[src/rtl/mdu_pkg.sv]
`default_nettype none
// +-----------------------------------------------------------------------+
// | Module      : mdu_pkg                                                 |
// | Description : Shared types and constants for the multiply/divide unit |
// | Revision    : 1.0 - initial release                                   |
// +-----------------------------------------------------------------------+
package mdu_pkg;

    localparam int MDU_MAX_WIDTH = 64;

    // Sliced down to DATA_WIDTH by the user; divide-by-zero LO value.
    localparam logic [MDU_MAX_WIDTH-1:0] MDU_DIV0_LO = '1;

    typedef enum logic [1:0] {
        MDU_MULT  = 2'd0,
        MDU_MULTU = 2'd1,
        MDU_DIV   = 2'd2,
        MDU_DIVU  = 2'd3
    } mdu_op_t;

    typedef enum logic [1:0] {
        MDU_IDLE = 2'd0,
        MDU_RUN  = 2'd1,
        MDU_DONE = 2'd2
    } mdu_state_t;

    function automatic logic op_is_div(input mdu_op_t op_in);
        return (op_in == MDU_DIV) || (op_in == MDU_DIVU);
    endfunction

    function automatic logic op_is_signed(input mdu_op_t op_in);
        return (op_in == MDU_MULT) || (op_in == MDU_DIV);
    endfunction

endpackage
`default_nettype wire

[src/rtl/mdu_iter_step.sv]
`default_nettype none
// +-----------------------------------------------------------------------+
// | Module      : mdu_iter_step                                           |
// | Description : One shift-add multiply or restoring divide iteration    |
// | Revision    : 1.0 - initial release                                   |
// +-----------------------------------------------------------------------+
module mdu_iter_step #(
    parameter int DATA_WIDTH = 32
) (
    input  logic [2*DATA_WIDTH-1:0] acc_in,
    input  logic [DATA_WIDTH-1:0]   operand,
    input  logic                    is_div,
    output logic [2*DATA_WIDTH-1:0] acc_out
);

    logic [DATA_WIDTH-1:0] hi_in;
    logic [DATA_WIDTH-1:0] lo_in;
    logic [DATA_WIDTH:0]   mul_sum;
    logic [DATA_WIDTH:0]   div_shift;
    logic                  div_fits;
    logic [DATA_WIDTH-1:0] rem_sub;

    // Multiply: LO holds the remaining multiplier bits, HI the running sum.
    // Divide: LO holds remaining dividend bits and collects quotient bits.
    always_comb begin
        hi_in     = acc_in[2*DATA_WIDTH-1:DATA_WIDTH];
        lo_in     = acc_in[DATA_WIDTH-1:0];
        mul_sum   = {1'b0, hi_in} + (lo_in[0] ? {1'b0, operand} : {(DATA_WIDTH+1){1'b0}});
        div_shift = {hi_in, lo_in[DATA_WIDTH-1]};
        div_fits  = (div_shift >= {1'b0, operand});
        // When the divisor fits, the difference is below the divisor and fits in W bits.
        rem_sub   = div_shift[DATA_WIDTH-1:0] - operand;
        if (is_div) begin
            if (div_fits) begin
                acc_out = {rem_sub, lo_in[DATA_WIDTH-2:0], 1'b1};
            end else begin
                acc_out = {div_shift[DATA_WIDTH-1:0], lo_in[DATA_WIDTH-2:0], 1'b0};
            end
        end else begin
            acc_out = {mul_sum, lo_in[DATA_WIDTH-1:1]};
        end
    end

endmodule
`default_nettype wire

[src/rtl/mdu_sequencer.sv]
`default_nettype none
// +-----------------------------------------------------------------------+
// | Module      : mdu_sequencer                                           |
// | Description : Iterative MULT/DIV sequencer owning the HI/LO registers  |
// | Revision    : 1.0 - initial release                                   |
// +-----------------------------------------------------------------------+
module mdu_sequencer
    import mdu_pkg::*;
#(
    parameter int DATA_WIDTH = 32,
    parameter int CNT_WIDTH  = $clog2(DATA_WIDTH)
) (
    input  logic                  clk,
    input  logic                  rst,
    input  logic                  start,
    input  logic [1:0]            op,
    input  logic [DATA_WIDTH-1:0] operand_a,
    input  logic [DATA_WIDTH-1:0] operand_b,
    input  logic                  abort,
    input  logic                  hi_rd,
    input  logic                  lo_rd,
    input  logic                  hi_wr,
    input  logic                  lo_wr,
    input  logic [DATA_WIDTH-1:0] wr_data,
    output logic [DATA_WIDTH-1:0] hi_out,
    output logic [DATA_WIDTH-1:0] lo_out,
    output logic                  busy,
    output logic                  done,
    output logic                  div_zero,
    output logic                  stall_req
);

    localparam logic [CNT_WIDTH-1:0] LAST_ITER = CNT_WIDTH'(DATA_WIDTH - 1);

    mdu_op_t                 op_e;
    mdu_state_t              state_q, state_d;
    logic [CNT_WIDTH-1:0]    cnt_q, cnt_d;
    logic [2*DATA_WIDTH-1:0] acc_q, acc_d, acc_step;
    logic [DATA_WIDTH-1:0]   opnd_q, opnd_d;
    logic                    is_div_q, is_div_d;
    logic                    neg_quo_q, neg_quo_d;
    logic                    neg_rem_q, neg_rem_d;
    logic                    div0_q, div0_d;
    logic [DATA_WIDTH-1:0]   hi_q, hi_d;
    logic [DATA_WIDTH-1:0]   lo_q, lo_d;
    logic                    done_q, done_d;
    logic                    div_zero_q, div_zero_d;

    logic                    op_div;
    logic                    op_signed;
    logic [DATA_WIDTH-1:0]   a_mag;
    logic [DATA_WIDTH-1:0]   b_mag;
    logic [2*DATA_WIDTH-1:0] prod_fix;
    logic [DATA_WIDTH-1:0]   quo_fix;
    logic [DATA_WIDTH-1:0]   rem_fix;

    assign op_e      = mdu_op_t'(op);
    assign op_div    = op_is_div(op_e);
    assign op_signed = op_is_signed(op_e);
    assign a_mag     = (op_signed && operand_a[DATA_WIDTH-1]) ? -operand_a : operand_a;
    assign b_mag     = (op_signed && operand_b[DATA_WIDTH-1]) ? -operand_b : operand_b;

    mdu_iter_step #(
        .DATA_WIDTH (DATA_WIDTH)
    ) u_iter_step (
        .acc_in  (acc_q),
        .operand (opnd_q),
        .is_div  (is_div_q),
        .acc_out (acc_step)
    );

    // Magnitude results are negated on the way into HI/LO.
    assign prod_fix = neg_quo_q ? -acc_q : acc_q;
    assign quo_fix  = neg_quo_q ? -acc_q[DATA_WIDTH-1:0] : acc_q[DATA_WIDTH-1:0];
    assign rem_fix  = neg_rem_q ? -acc_q[2*DATA_WIDTH-1:DATA_WIDTH]
                                :  acc_q[2*DATA_WIDTH-1:DATA_WIDTH];

    always_comb begin
        state_d    = state_q;
        cnt_d      = cnt_q;
        acc_d      = acc_q;
        opnd_d     = opnd_q;
        is_div_d   = is_div_q;
        neg_quo_d  = neg_quo_q;
        neg_rem_d  = neg_rem_q;
        div0_d     = div0_q;
        hi_d       = hi_q;
        lo_d       = lo_q;
        done_d     = 1'b0;
        div_zero_d = 1'b0;

        unique case (state_q)
            MDU_IDLE: begin
                if (hi_wr) hi_d = wr_data;
                if (lo_wr) lo_d = wr_data;
                if (start && !abort) begin
                    cnt_d    = '0;
                    is_div_d = op_div;
                    if (op_div && (operand_b == '0)) begin
                        // Sign flags cleared so DONE passes the raw dividend into HI.
                        acc_d     = {operand_a, MDU_DIV0_LO[DATA_WIDTH-1:0]};
                        neg_quo_d = 1'b0;
                        neg_rem_d = 1'b0;
                        div0_d    = 1'b1;
                        state_d   = MDU_DONE;
                    end else begin
                        acc_d     = {{DATA_WIDTH{1'b0}}, (op_div ? a_mag : b_mag)};
                        opnd_d    = op_div ? b_mag : a_mag;
                        neg_quo_d = op_signed &&
                                    (operand_a[DATA_WIDTH-1] ^ operand_b[DATA_WIDTH-1]);
                        neg_rem_d = op_signed && op_div && operand_a[DATA_WIDTH-1];
                        div0_d    = 1'b0;
                        state_d   = MDU_RUN;
                    end
                end
            end
            MDU_RUN: begin
                if (abort) begin
                    cnt_d   = '0;
                    state_d = MDU_IDLE;
                end else begin
                    acc_d = acc_step;
                    if (cnt_q == LAST_ITER) begin
                        cnt_d   = '0;
                        state_d = MDU_DONE;
                    end else begin
                        cnt_d = cnt_q + CNT_WIDTH'(1);
                    end
                end
            end
            MDU_DONE: begin
                state_d = MDU_IDLE;
                if (!abort) begin
                    if (is_div_q) begin
                        hi_d = rem_fix;
                        lo_d = quo_fix;
                    end else begin
                        {hi_d, lo_d} = prod_fix;
                    end
                    done_d     = 1'b1;
                    div_zero_d = div0_q;
                end
            end
            default: begin
                state_d = MDU_IDLE;
            end
        endcase
    end

    always_ff @(posedge clk or negedge rst) begin
        if (!rst) begin
            state_q    <= MDU_IDLE;
            cnt_q      <= '0;
            acc_q      <= '0;
            opnd_q     <= '0;
            is_div_q   <= 1'b0;
            neg_quo_q  <= 1'b0;
            neg_rem_q  <= 1'b0;
            div0_q     <= 1'b0;
            hi_q       <= '0;
            lo_q       <= '0;
            done_q     <= 1'b0;
            div_zero_q <= 1'b0;
        end else begin
            state_q    <= state_d;
            cnt_q      <= cnt_d;
            acc_q      <= acc_d;
            opnd_q     <= opnd_d;
            is_div_q   <= is_div_d;
            neg_quo_q  <= neg_quo_d;
            neg_rem_q  <= neg_rem_d;
            div0_q     <= div0_d;
            hi_q       <= hi_d;
            lo_q       <= lo_d;
            done_q     <= done_d;
            div_zero_q <= div_zero_d;
        end
    end

    assign hi_out    = hi_q;
    assign lo_out    = lo_q;
    assign busy      = (state_q != MDU_IDLE);
    assign done      = done_q;
    assign div_zero  = div_zero_q;
    assign stall_req = busy && (start || hi_rd || lo_rd || hi_wr || lo_wr);

endmodule
`default_nettype wire
[config.mk]
export PLATFORM = sky130hd
export DESIGN_NAME = mdu_sequencer
export DESIGN_NICKNAME = d
export VERILOG_FILES = /design/src/rtl/mdu_pkg.sv /design/src/rtl/mdu_iter_step.sv /design/src/rtl/mdu_sequencer.sv
export SDC_FILE = /design/constraint.sdc
export NUM_CORES = 1
export LEC_CHECK = 0
export CAP_MARGIN = 40
export CORE_ASPECT_RATIO = 1.75
export CORE_MARGIN = 10
export CORE_UTILIZATION = 60
export DETAILED_ROUTE_END_ITERATION = 12
export GPL_ROUTABILITY_DRIVEN = 0
export HOLD_SLACK_MARGIN = 0.12
export PLACE_DENSITY = 0.88
export SKIP_CTS_REPAIR_TIMING = 1
export SLEW_MARGIN = 5
export SYNTH_ARGS = -nofsm -noshare
export SYNTH_HDL_FRONTEND = slang
export SYNTH_SLANG_ARGS = --single-unit
[constraint.sdc]
create_clock -name clk -period 8.9 [get_ports clk]
set_input_delay 1.78 -clock clk [delete_from_list [all_inputs] [get_ports clk]]
set_output_delay 1.78 -clock clk [all_outputs]
set_load 0.01 [all_outputs]
Yosys cells after proc, flatten, opt, wreduce, memory -nomap -nowiden
Index checks and enable logic that the tools add are counted.

Add/subtract/negate cells: 8. $lt $le $gt $ge: 1. Equality and inequality tests: 11. Multiplexer cells: 38. Bitwise gates (word level): 2. Reductions and logical operators: 28.

Operators with widths (number): $mux 32 (13); $mux 64 (6); $neg 32->32 (4); $pmux 32 s2 (2); $pmux 64 s2 (1); $neg 64->64 (1); $add 32x33->33 (1); $ge 33x32->1 (1); $logic_not 32->1 (1); $sub 32x32->32 (1); $mux 5 (3); $reduce_and 3->1 (4); $ne 2x2->1 const B (5); $pmux 5 s2 (1); $logic_and 1x1->1 (8); $mux 2 (4); $mux 1 (7); $eq 2x2->1 const B (3); $logic_or 1x1->1 (6); $reduce_and 2->1 (3); $reduce_bool 2->1 (3); $add 5x1->5 const B (1); $eq 5x5->1 const B (1); $logic_not 2->1 (2); other kinds (6) (6).

Bits in registers: 173. Input port bits: 106.

Longest topological paths before layout
Word-level depth: 8. Gate-level depth with buffers: 15.

By module
From an unflattened synthesis, not the netlist that was laid out.

Cells, all modules: 2003. Area, all modules: 15712.6 um^2.

Modules (own cells, without submodules): mdu_sequencer (times used 1, cells each 1302, area an instance 10984.3 um^2, sequential area each 4329.2 um^2); mdu_iter_step (times used 1, cells each 701, area an instance 4728.3 um^2, sequential area each 0.0 um^2).

Worst setup path after synthesis
OpenSTA, ideal clock, no wires.

Kind: input -> register. Start point: input port operand_a[11]. End point: register acc_q[27]. Library setup time: 0.121 ns. Arrival time: 3.852 ns. Required time: 8.779 ns. Path slack: 4.927 ns. Stages: 9. Path through: or4_4 -> nor4_1 -> or3b_1 -> nor4_4 -> a21oi_1 -> xnor2_1 -> o21ai_0 -> a21oi_1 -> o22a_1.

Longest elaborated chain between the ends: 6.

Ends and longest elaborated chain: start, declared (line mdu_sequencer.sv:17) `input logic [DATA_WIDTH-1:0] operand_a,`; $neg 32->32 (line mdu_sequencer.sv:60) `assign a_mag = (op_signed && operand_a[DATA_WIDTH-1]) ? -operand_a : operand_a;`; $mux 32 (line mdu_sequencer.sv:60); $mux 32 (line mdu_sequencer.sv:107) `acc_d = {{DATA_WIDTH{1'b0}}, (op_div ? a_mag : b_mag)};`; $mux 64 (line mdu_sequencer.sv:99) `if (op_div && (operand_b == '0)) begin`; $mux 64 (line mdu_sequencer.sv:96) `if (start && !abort) begin`; $pmux 64 s2 (line mdu_sequencer.sv:92) `unique case (state_q)`; end signal, assigned (line mdu_sequencer.sv:154) `acc_q <= '0;`; end signal, assigned (line mdu_sequencer.sv:167) `acc_q <= acc_d;`; end, declared (line mdu_sequencer.sv:38) `logic [2*DATA_WIDTH-1:0] acc_q, acc_d, acc_step;`.

Every way passes these cells. The select of a mux whose other input is x is not followed. A chain may end at the register's enable or synchronous reset.

Worst setup path in the final report
Start point: input port operand_b[4]. End point: register acc_q[24].

Longest elaborated chain between the ends: 6. Elaborated cells between the ends (all ways): 8. Those cells by class: add/sub (1); mux (5); reduce/logical (2).

Ends and longest elaborated chain: start, declared (line mdu_sequencer.sv:18) `input logic [DATA_WIDTH-1:0] operand_b,`; $neg 32->32 (line mdu_sequencer.sv:61) `assign b_mag = (op_signed && operand_b[DATA_WIDTH-1]) ? -operand_b : operand_b;`; $mux 32 (line mdu_sequencer.sv:61); $mux 32 (line mdu_sequencer.sv:107); $mux 64 (*) (line mdu_sequencer.sv:99); $mux 64 (*) (line mdu_sequencer.sv:96); $pmux 64 s2 (*) (line mdu_sequencer.sv:92).

Every way passes the cells marked *; elsewhere a longest branch is shown, timed or not. The select of a mux whose other input is x is not followed.

==> out/summary.txt <==
Run status - finished clean
Placement Rows - 78
Final Cell Area - 18000 µm²
Leading cell types in the layout, fill and taps excluded - 225 x nand2_1, 200 x nor2_1, 190 x o21ai_0
Reg2reg path depth - 12
Max-Cap Viols - 0
Final setup viols - 0
Fmax - 201 MHz
Primary FF master, synth - dfrtp_1
TritonCTS buffer count - 17
Critical Path Max Stage Delay - 0.78 ns
Hold worst-path end - lo_out[13]
Global-route wire length before repair - 93300 µm
Reg2reg start - acc_q[33]
Top Family by Delay on Critical Path - simple AND/OR/NAND/NOR gates
Filler Cell Count - 2014
WS Path Type - in2reg
Fin crit share - 0.559
Layout cells sized above 1 - 0.0647
DP Area - 17400 µm²
Clk pin slew, worst setup/hold paths - 0.07 ns
# diodes - 0
Post-Syn Nets - 2178
Worst hold path stage count - 1
Mapped cell area - 15600 µm²
Die area - 33100 µm²
DRC - 0
Hold Fails Final Rpt - 0
Sequential area share after synthesis - 0.278
Worst-Skew Late Latency - 0.45 ns
CP Data Required Time - 9.27 ns
Crit path capture type - flop
H-tree levels - 4
Die width - 142 µm
Synthesized netlist cell count - 2000
Total GRT Usage - 0.364
Util after Layout - 0.699
YS warnings - 0
Worst hold slack - 0.476 ns
CP startpoint kind - primary input
Worst-path cell chain - clkdlybuf4s50_1, or4_1, nor3_2, nand3_1, nor2_2, nand3b_2, nand2_1, o221ai_1, a31oi_1
Gr ovfl total - 0
Max VDD drop - 0.163 mV
WL/cell - 25.6 µm
FF/Latch Area - 4330 µm²
Reg-to-Reg End - acc_q[55]
Pwr Density - 278 nW/µm²
Via count - 16948
Crit path DAT - 5.35 ns
Starting DRT DRC Count - 2521
Clk sinks - 173
Multi-input gate area - 10500 µm²
Number of global-route vias before repair - 16129
Max-slew headroom - 0.389
Sum of buffers and inverters on the critical path - 1
Yosys reg bits - 173
Die height - 233 µm
Fraction of registers with async set/reset - 1.00
Pre-Repair DR Iteration Count - 8
Setup tns final - 0 ns
Leak Pwr - 7.41 nW
Min Tclk post-route - 4.98 ns
Initial Util - 0.604
Post-detail-place hpwl - 45300 µm
Tightest Pin Transition - 0.917 ns
Initial antenna violation count - 1
ANT nets after route - 0
Core Area - 25800 µm²
Slew Viols, Final - 0
Num ports - 174
Worst Path Max Fanout - 23
Drt total wl - 62000 µm
Clk_skew - 0.0111 ns
Largest net degree at the start of global routing - 91
Commonest non-fill, non-tap cell in the layout - nand2_1
Syn-to-layout area delta - 15.7%
Slowest-stage cell, CP - nand2_1
HP Class - reg2reg
Nets@finish - 2266
Hold_sp - lo_out[13]
Routed vias/inst - 7.00
RSZ-0062 raised after global routing - false
Port bufs - 173
Syn Area/Cell - 7.79 µm²
Yosys cell types - 85
Setup slack, reg-to-reg - 4.29 ns
EDFF count, synth - 0
Clk root buf - clkbuf_16
Clk buf depth - 2
TritonCTS clock tree - done
## flip-flops by register name (all words and copies together) (netlist names)
signal,count
state_q,2
acc_q,64
done,1
lo_out,32
hi_out,32
div0_q,1
cnt_q,5
neg_quo_q,1
opnd_q,32
is_div_q,1
div_zero,1
neg_rem_q,1
## stage by stage
stage	power, mW	setup slack (ns)	std cells
floorplan	3.22	4.93	2000
global placement	3.97	3.76	2383
detailed placement	4.07	3.62	2389
CTS	4.85	4.03	2421
global route	5.27	3.74	2421
finish	5.01	3.92	2421
## how the worst max path moves through the flow
stage	from	endpoint	slack, ns	cells past startpoint
2_1_floorplan	operand_a[11]	acc_q[27]	4.93	9
3_3_place_gp	operand_b[4]	acc_q[53]	3.76	10
3_5_place_dp	operand_b[4]	acc_q[27]	3.62	10
4_1_cts	start	stall_req	4.03	4
5_1_grt	operand_b[3]	acc_q[27]	3.74	10
6_report	operand_b[4]	acc_q[24]	3.92	9
## metal layers
metal	GRT usage	vias to the layer above	routed length (µm)
met4	0.308	0	6450
li1	-	7390	-
met2	0.585	1327	28500
met1	0.393	7818	19800
met3	0.0895	413	7290
met5	0	-	0
## layout make-up
class,instances,area share
Tap cell,320,0.0222
Clock inverter,12,0.00750
Sequential cell,173,0.240
Timing Repair Buffer,196,0.108
Multi-Input combinational cell,1638,0.583
Clock buffer,20,0.0253
Inverter,62,0.0129
## cells in the mapped netlist (5+ instances only)
library cell | instances | area [µm²]
o21a_1 | 8 | 60.1
buf_2 | 11 | 55.1
a221oi_1 | 9 | 78.8
a211oi_1 | 27 | 203
and4_1 | 5 | 43.8
ha_1 | 70 | 876
o22ai_1 | 5 | 31.3
nor2b_1 | 15 | 93.8
clkbuf_1 | 99 | 372
nand3_1 | 32 | 160
mux2i_1 | 49 | 490
o21ai_1 | 7 | 35.0
nor4_1 | 19 | 119
a22oi_1 | 15 | 113
and2_1 | 16 | 100
a21o_1 | 28 | 210
inv_1 | 61 | 229
a311oi_1 | 8 | 70.1
dfrtp_1 | 173 | 4330
or2_2 | 5 | 31.3
xnor2_1 | 80 | 701
a31oi_1 | 37 | 231
nor3_1 | 32 | 160
and3_1 | 20 | 125
o21ai_0 | 190 | 951
or3_1 | 20 | 125
a21oi_1 | 181 | 906
o211ai_1 | 7 | 52.6
mux2_2 | 35 | 394
o221ai_1 | 21 | 184
xor2_1 | 88 | 771
nand2b_1 | 24 | 150
or4_1 | 13 | 97.6
o21bai_1 | 6 | 45.0
o41ai_1 | 10 | 87.6
nand2_1 | 226 | 848
o31ai_1 | 31 | 233
a221o_1 | 8 | 80.1
nand4_1 | 18 | 113
buf_1 | 11 | 41.3
nor2_1 | 201 | 754
## kinds of logic (layout without fill, tap and decap cells)
family,count (synthesis),in the layout,share of synthesized area
and+or+nand+nor,676,676,0.208
adders and majority gates,72,72,0.0588
muxes,86,86,0.0583
buffers and inverters,189,290,0.0486
AOI/OAI and AO/OA,636,636,0.254
xor gates and xnor gates,168,168,0.0945
DFF,173,173,0.278
## power by group
group	switching, mW	leakage [nW]	internal, mW	total, mW
sequential	0.377	2.09	0.970	1.35
clock	0.344	0.280	0.431	0.775
combinational	1.71	5.04	1.18	2.89
total	2.43	7.41	2.58	5.01
(Power assumes the default switching activity.)
